===== src/rtl/alu_rs_pkg.sv =====
// Shared ALU opcode encodings, boolean constants and default tag width
// for the integer ALU reservation station.
package alu_rs_pkg;

  typedef logic [3:0] alu_op_t;

  localparam alu_op_t Add   = 4'd0;
  localparam alu_op_t Minus = 4'd1;
  localparam alu_op_t Less  = 4'd2;
  localparam alu_op_t LessU = 4'd3;
  localparam alu_op_t And   = 4'd4;
  localparam alu_op_t Or    = 4'd5;
  localparam alu_op_t Xor   = 4'd6;
  localparam alu_op_t Shl   = 4'd7;
  localparam alu_op_t Shr   = 4'd8;
  localparam alu_op_t Sra   = 4'd9;
  localparam alu_op_t Eq    = 4'd10;

  localparam logic True  = 1'b1;
  localparam logic False = 1'b0;

  // Default ROB tag width; the station's TAG_W must equal this.
  localparam int ROB_TAG_W = 4;

endpackage


===== src/rtl/alu_rs_select.sv =====
// Find-first-set over an N-bit vector: lowest set index plus a valid flag.
module rs_select #(
  parameter int N = 8,
  localparam int IW = $clog2(N)
) (
  input  logic [N-1:0]  vec,
  output logic [IW-1:0] idx,
  output logic          valid
);

  // Scan from the top so the lowest set bit is the last one written.
  always_comb begin
    idx   = '0;
    valid = 1'b0;
    for (int i = N - 1; i >= 0; i--) begin
      if (vec[i]) begin
        idx   = IW'(i);
        valid = 1'b1;
      end
    end
  end

endmodule


===== src/rtl/alu_rs.sv =====
// Integer ALU reservation station: issue with CDB bypass, CDB wakeup,
// lowest-index select toward an external combinational ALU, and a
// registered single-cycle result toward the CDB arbiter.
module alu_rs
  import alu_rs_pkg::*;
#(
  parameter int DEPTH = 8,
  parameter int TAG_W = ROB_TAG_W
) (
  input  logic             clk,
  input  logic             rst,
  input  logic             rdy,
  input  logic             flush,
  input  logic             issue_valid,
  input  logic [3:0]       issue_op,
  input  logic [31:0]      issue_vj,
  input  logic [31:0]      issue_vk,
  input  logic [TAG_W-1:0] issue_qj,
  input  logic [TAG_W-1:0] issue_qk,
  input  logic             issue_qj_busy,
  input  logic             issue_qk_busy,
  input  logic [TAG_W-1:0] issue_dest,
  output logic             full,
  input  logic             cdb_valid,
  input  logic [TAG_W-1:0] cdb_tag,
  input  logic [31:0]      cdb_value,
  output logic             ALU_ready,
  output logic [31:0]      LV,
  output logic [31:0]      RV,
  output logic [3:0]       Op,
  input  logic             ALU_success,
  input  logic [31:0]      result,
  output logic             out_valid,
  output logic [TAG_W-1:0] out_tag,
  output logic [31:0]      out_value
);

  localparam int IDX_W = $clog2(DEPTH);

  // Control state (reset) and payload (no reset; only read while busy).
  logic [DEPTH-1:0] busy, qj_busy, qk_busy;
  alu_op_t          op_q   [DEPTH];
  logic [31:0]      vj_q   [DEPTH];
  logic [31:0]      vk_q   [DEPTH];
  logic [TAG_W-1:0] qj_q   [DEPTH];
  logic [TAG_W-1:0] qk_q   [DEPTH];
  logic [TAG_W-1:0] dest_q [DEPTH];

  logic [DEPTH-1:0] free_vec, ready_vec, busy_nxt;
  logic [IDX_W-1:0] free_idx, sel_idx;
  logic             free_ok, sel_ok;
  logic             do_issue, fire, byp_j, byp_k, live;

  assign free_vec  = ~busy;
  assign ready_vec = busy & ~qj_busy & ~qk_busy;

  rs_select #(.N(DEPTH)) u_free_sel (
    .vec   (free_vec),
    .idx   (free_idx),
    .valid (free_ok)
  );

  rs_select #(.N(DEPTH)) u_ready_sel (
    .vec   (ready_vec),
    .idx   (sel_idx),
    .valid (sel_ok)
  );

  // State may only advance when globally ready and not being flushed.
  assign live      = rdy && !flush;
  assign ALU_ready = sel_ok && live;
  assign LV        = ALU_ready ? vj_q[sel_idx] : '0;
  assign RV        = ALU_ready ? vk_q[sel_idx] : '0;
  assign Op        = ALU_ready ? op_q[sel_idx] : '0;

  assign fire     = ALU_ready && ALU_success;
  assign do_issue = issue_valid && !full && free_ok && live;
  assign byp_j    = issue_qj_busy && cdb_valid && (cdb_tag == issue_qj);
  assign byp_k    = issue_qk_busy && cdb_valid && (cdb_tag == issue_qk);

  // Next occupancy: the freed slot and the issue slot never coincide
  // because the free-slot search only sees registered busy bits.
  always_comb begin
    busy_nxt = busy;
    if (flush) begin
      busy_nxt = '0;
    end else if (rdy) begin
      if (fire)     busy_nxt[sel_idx]  = 1'b0;
      if (do_issue) busy_nxt[free_idx] = 1'b1;
    end
  end

  // Occupancy, operand-pending bits, full flag and registered result.
  always_ff @(posedge clk or negedge rst) begin
    if (!rst) begin
      busy      <= '0;
      qj_busy   <= '0;
      qk_busy   <= '0;
      full      <= 1'b0;
      out_valid <= 1'b0;
      out_tag   <= '0;
      out_value <= '0;
    end else begin
      busy <= busy_nxt;
      full <= &busy_nxt;
      if (flush) begin
        out_valid <= 1'b0;
      end else if (rdy) begin
        out_valid <= fire;
        if (fire) begin
          out_tag   <= dest_q[sel_idx];
          out_value <= result;
        end
        if (cdb_valid) begin
          for (int i = 0; i < DEPTH; i++) begin
            if (busy[i] && qj_busy[i] && qj_q[i] == cdb_tag) qj_busy[i] <= 1'b0;
            if (busy[i] && qk_busy[i] && qk_q[i] == cdb_tag) qk_busy[i] <= 1'b0;
          end
        end
        if (do_issue) begin
          qj_busy[free_idx] <= issue_qj_busy && !byp_j;
          qk_busy[free_idx] <= issue_qk_busy && !byp_k;
        end
      end
    end
  end

  // Operand values: CDB capture for pending operands, and issue writes.
  always_ff @(posedge clk) begin
    if (live) begin
      if (cdb_valid) begin
        for (int i = 0; i < DEPTH; i++) begin
          if (busy[i] && qj_busy[i] && qj_q[i] == cdb_tag) vj_q[i] <= cdb_value;
          if (busy[i] && qk_busy[i] && qk_q[i] == cdb_tag) vk_q[i] <= cdb_value;
        end
      end
      if (do_issue) begin
        op_q[free_idx]   <= issue_op;
        vj_q[free_idx]   <= byp_j ? cdb_value : issue_vj;
        vk_q[free_idx]   <= byp_k ? cdb_value : issue_vk;
        qj_q[free_idx]   <= issue_qj;
        qk_q[free_idx]   <= issue_qk;
        dest_q[free_idx] <= issue_dest;
      end
    end
  end

endmodule


===== config.mk =====
export PLATFORM = sky130hd
export DESIGN_NAME = alu_rs
export DESIGN_NICKNAME = d
export VERILOG_FILES = /design/src/rtl/alu_rs_pkg.sv /design/src/rtl/alu_rs_select.sv /design/src/rtl/alu_rs.sv
export SDC_FILE = /design/constraint.sdc
export NUM_CORES = 1
export LEC_CHECK = 0
export ABC_AREA = 1
export CORE_MARGIN = 5
export CORE_UTILIZATION = 40
export DETAILED_ROUTE_END_ITERATION = 10
export GPL_ROUTABILITY_DRIVEN = 0
export GPL_TIMING_DRIVEN = 0
export RECOVER_POWER = 50
export SLEW_MARGIN = 20
export SYNTH_ARGS = -nofsm -noshare
export SYNTH_HDL_FRONTEND = slang
export SYNTH_SLANG_ARGS = --single-unit

===== constraint.sdc =====
create_clock -name clk -period 6.8 [get_ports clk]
set_clock_uncertainty 0.15 [all_clocks]
set_input_delay 2.04 -clock clk [delete_from_list [all_inputs] [get_ports clk]]
set_output_delay 2.04 -clock clk [all_outputs]
set_load 0.05 [all_outputs]

==> impl_metrics.ini <==
[clocking]
hold_buffers = 0
insertion_delay_ns = 0.65
cts.path.max_buffers = 3
cts_root_buffer = clkbuf_16
post_cts_buffers = 0
ctsHtreeMaxLevel = 3
clock-sinks = 702
cts_made_buffers = 78
cts.clk_slew.worst_paths_ns = 0.06
cts_tree = yes

[pwr]
p_leak_nw = 14.78
p_per_area_nw_per_um2 = 264.7
max-vdd-ir-drop_mv = 0.1852

[die]
core_sq_um = 81850
die_w_microns = 296.8
die_y_microns = 296.8
die_area_sq_um = 88060
start_util_pct = 40.18
io-pin-count = 264
rows = 105

[place]
dp_cells = 4448
io_buffers = 228
dp_hpwl_microns = 89190

[timing]
hold_ws_ns = 0.3213
fin_crit_sh_pct = 100.8
finalSetupViolCount = 2
fmax_mhz = 145.8
timing.slew.headroom_pct = -87.61
drv_slew = 90
worst_pin_slew_ns = 2.785
finalHoldViolCount = 0
layout_setup_ws_ns = -0.05695
period_minus_slack_ns = 6.857
grt_setup_unrepaired = no

[synthesis]
yosysSeqAreaShare_pct = 63.15
ys_ff_latch = 702
synth_warnings = 0
synth-main-ff-cell = edfxtp_1
synthTopCellsByArea = edfxtp_1, o21ai_0, nand2_1
synthCells = 3131
synth_edf_count = 640
synth_area_sq_um = 32890
synthArstFlopShare_pct = 8.832
yosysTopAreaCell = edfxtp_1
synth_cell_types = 50
synthesis.nets = 3288
synth_top_area_share_pct = 58.43
avgSynthCellArea_sq_um = 10.50

[hold_path]
holdCritPathClass = reg -> reg

[global_routing]
gr-usage-met2_pct = 45.40
grt_pass1_wl_microns = 189500
grt_pass1_vias = 26644
grt_usage_pct = 29.60
met1_usage_pct = 37.94
busiest_layer = met2
grtUsageMet3_pct = 8.582
gr-total-overflow = 0
antenna_found_initial = 7
grt_max_degree = 35

[final_layout]
fill_cells = 7675
fin_util_pct = 47.66
layout-drive-gt1-share_pct = 7.952
fin_nets = 3615
fin_cells = 4594
synthToLayoutAreaGrowth_pct = 18.59

[detailed_routing]
wl_microns = 136000
via_per_inst = 6.064
drt_iter0_markers = 4932
via_count = 27857
drc = 0
ant_nets = 0
first_pass_iters = 8
wire_per_inst_microns = 29.59

[critical_path]
crit_fanout = 10
path_class = in -> out
startpoint_type = input port
slowest_delay_ns = 0.60
slowest_stage = dlygate4sd2_1
cp-end-kind = primary output
cp.required_ns = 4.61
arrival_ns = 4.67
path_cells = clkdlybuf4s50_1 > inv_1 > nor2_8 > nand2_2 > clkbuf_2 > nor2_1 > dlygate4sd2_1

[run_status]
outcome = complete, but fails checks
violations = capacitance limit, slew limit, setup timing

[flow_run]
max_cap_viol_count = 5
timing repair:
action                     CTS  global route
setup endpoints to repair   53            27
gates cloned                 0             0
resized for setup           27            26
pin swaps                    0             0
worst paths after layout:
kind	from	end	slack, ns	cells past startpoint
worst max-delay path	rdy	RV[1]	-0.06	7
worst max register to register	full	vk_q[3][13]	1.98	9
min in group asynchronous	rst	out_value[9]	1.69	1
max in group asynchronous	rst	out_tag[1]	2.05	2
worst min register to register	out_value[25]	out_value[25]	0.32	2
worst min-delay path	out_value[25]	out_value[25]	0.32	2
critical path, delay by kind of cell:
| kind | cells | cell delay, ns |
|---|---|---|
| buf+inv | 4 | 1.60 |
| simple gates | 3 | 1.01 |
layer usage:
metal	share of wire, %	routed length [microns]	vias to the layer above
li1	-	-	11758
met1	36	48710	13316
met2	43	58960	2285
met3	14	18820	494
met4	6.9	9442	4
met5	0.015	21	-
cells by family (layout without fill, tap and decap cells):
kind of cell           after synthesis  after routing  share of synthesized area [%]
AND/OR/NAND/NOR                   1089           1089                          13.62
AO/OA/AOI/OAI                      857            857                          13.77
flip-flops                         702            702                          63.15
buffers and inverters              385            775                          5.189
multiplexers                        64             64                          3.371
XOR/XNOR                            34             34                         0.9054
other                                0              3                              0
Yosys cell counts, drive strengths merged, types with 2 or more instances:
cell / n
nor2: 429
a211oi: 2
a2111oi: 2
o221ai: 3
mux2i: 64
a21oi: 19
o211ai: 2
o22ai: 150
inv: 155
xnor2: 15
or2: 12
xor2: 19
nand3: 52
a221oi: 3
nand4: 19
buf: 157
o21ai: 673
edfxtp: 640
clkbuf: 73
nand2: 478
dfrtp: 62
nor3b: 2
nor4: 6
nor3: 88
layout make-up:
cell class	instances	area, sq um	share of cell area, %
repair buffers	247	2738	7.018
diodes	3	7.507	0.01925
plain buffers	230	1057	2.710
well taps	1070	1339	3.432
clock inverters	44	407.9	1.046
inverters	155	581.8	1.492
multi-input cells	2044	10000	25.64
clock buffers	99	2103	5.392
flip-flops and latches	702	20770	53.25
state kept, by name, indices dropped and copies added, names as in the netlist, 4 cells and up:
register   flops
out_value     32
qk_busy        8
dest_q        32
out_tag        4
busy           8
qk_q          32
vk_q         256
op_q          32
qj_busy        8
qj_q          32
vj_q         256
stage by stage:
| step | TNS (ns) | total power, mW | setup slack (ns) | cell area (sq um) |
|---|---|---|---|---|
| floorplan | 0 | 5.700 | 0.8823 | 32890 |
| global placement | -725.58 | 6.184 | -3.627 | 36510 |
| detailed placement | -11.38 | 6.207 | -0.5039 | 37130 |
| CTS | 0 | 10.38 | 0.006366 | 39630 |
| global route | 0 | 10.58 | 0.02429 | 39000 |
| finish | -0.06799 | 10.32 | -0.05695 | 39010 |
where the power goes:
group	internal, mW	switching (mW)
clock	2.46	1.81
combinational	0.344	0.822
sequential	4.83	0.0522
cells in the final DEF (no fill, tap or decap), drive strengths merged, types with 34 or more instances in the layout:
cell / instances
buf: 152
clkbuf: 198
clkdlybuf4s50: 139
clkinv: 34
dfrtp: 62
dlygate4sd3: 55
edfxtp: 640
inv: 158
mux2i: 64
nand2: 478
nand3: 52
nor2: 429
nor3: 88
o21ai: 673
o22ai: 150
Power figures use the tool's default switching activity.
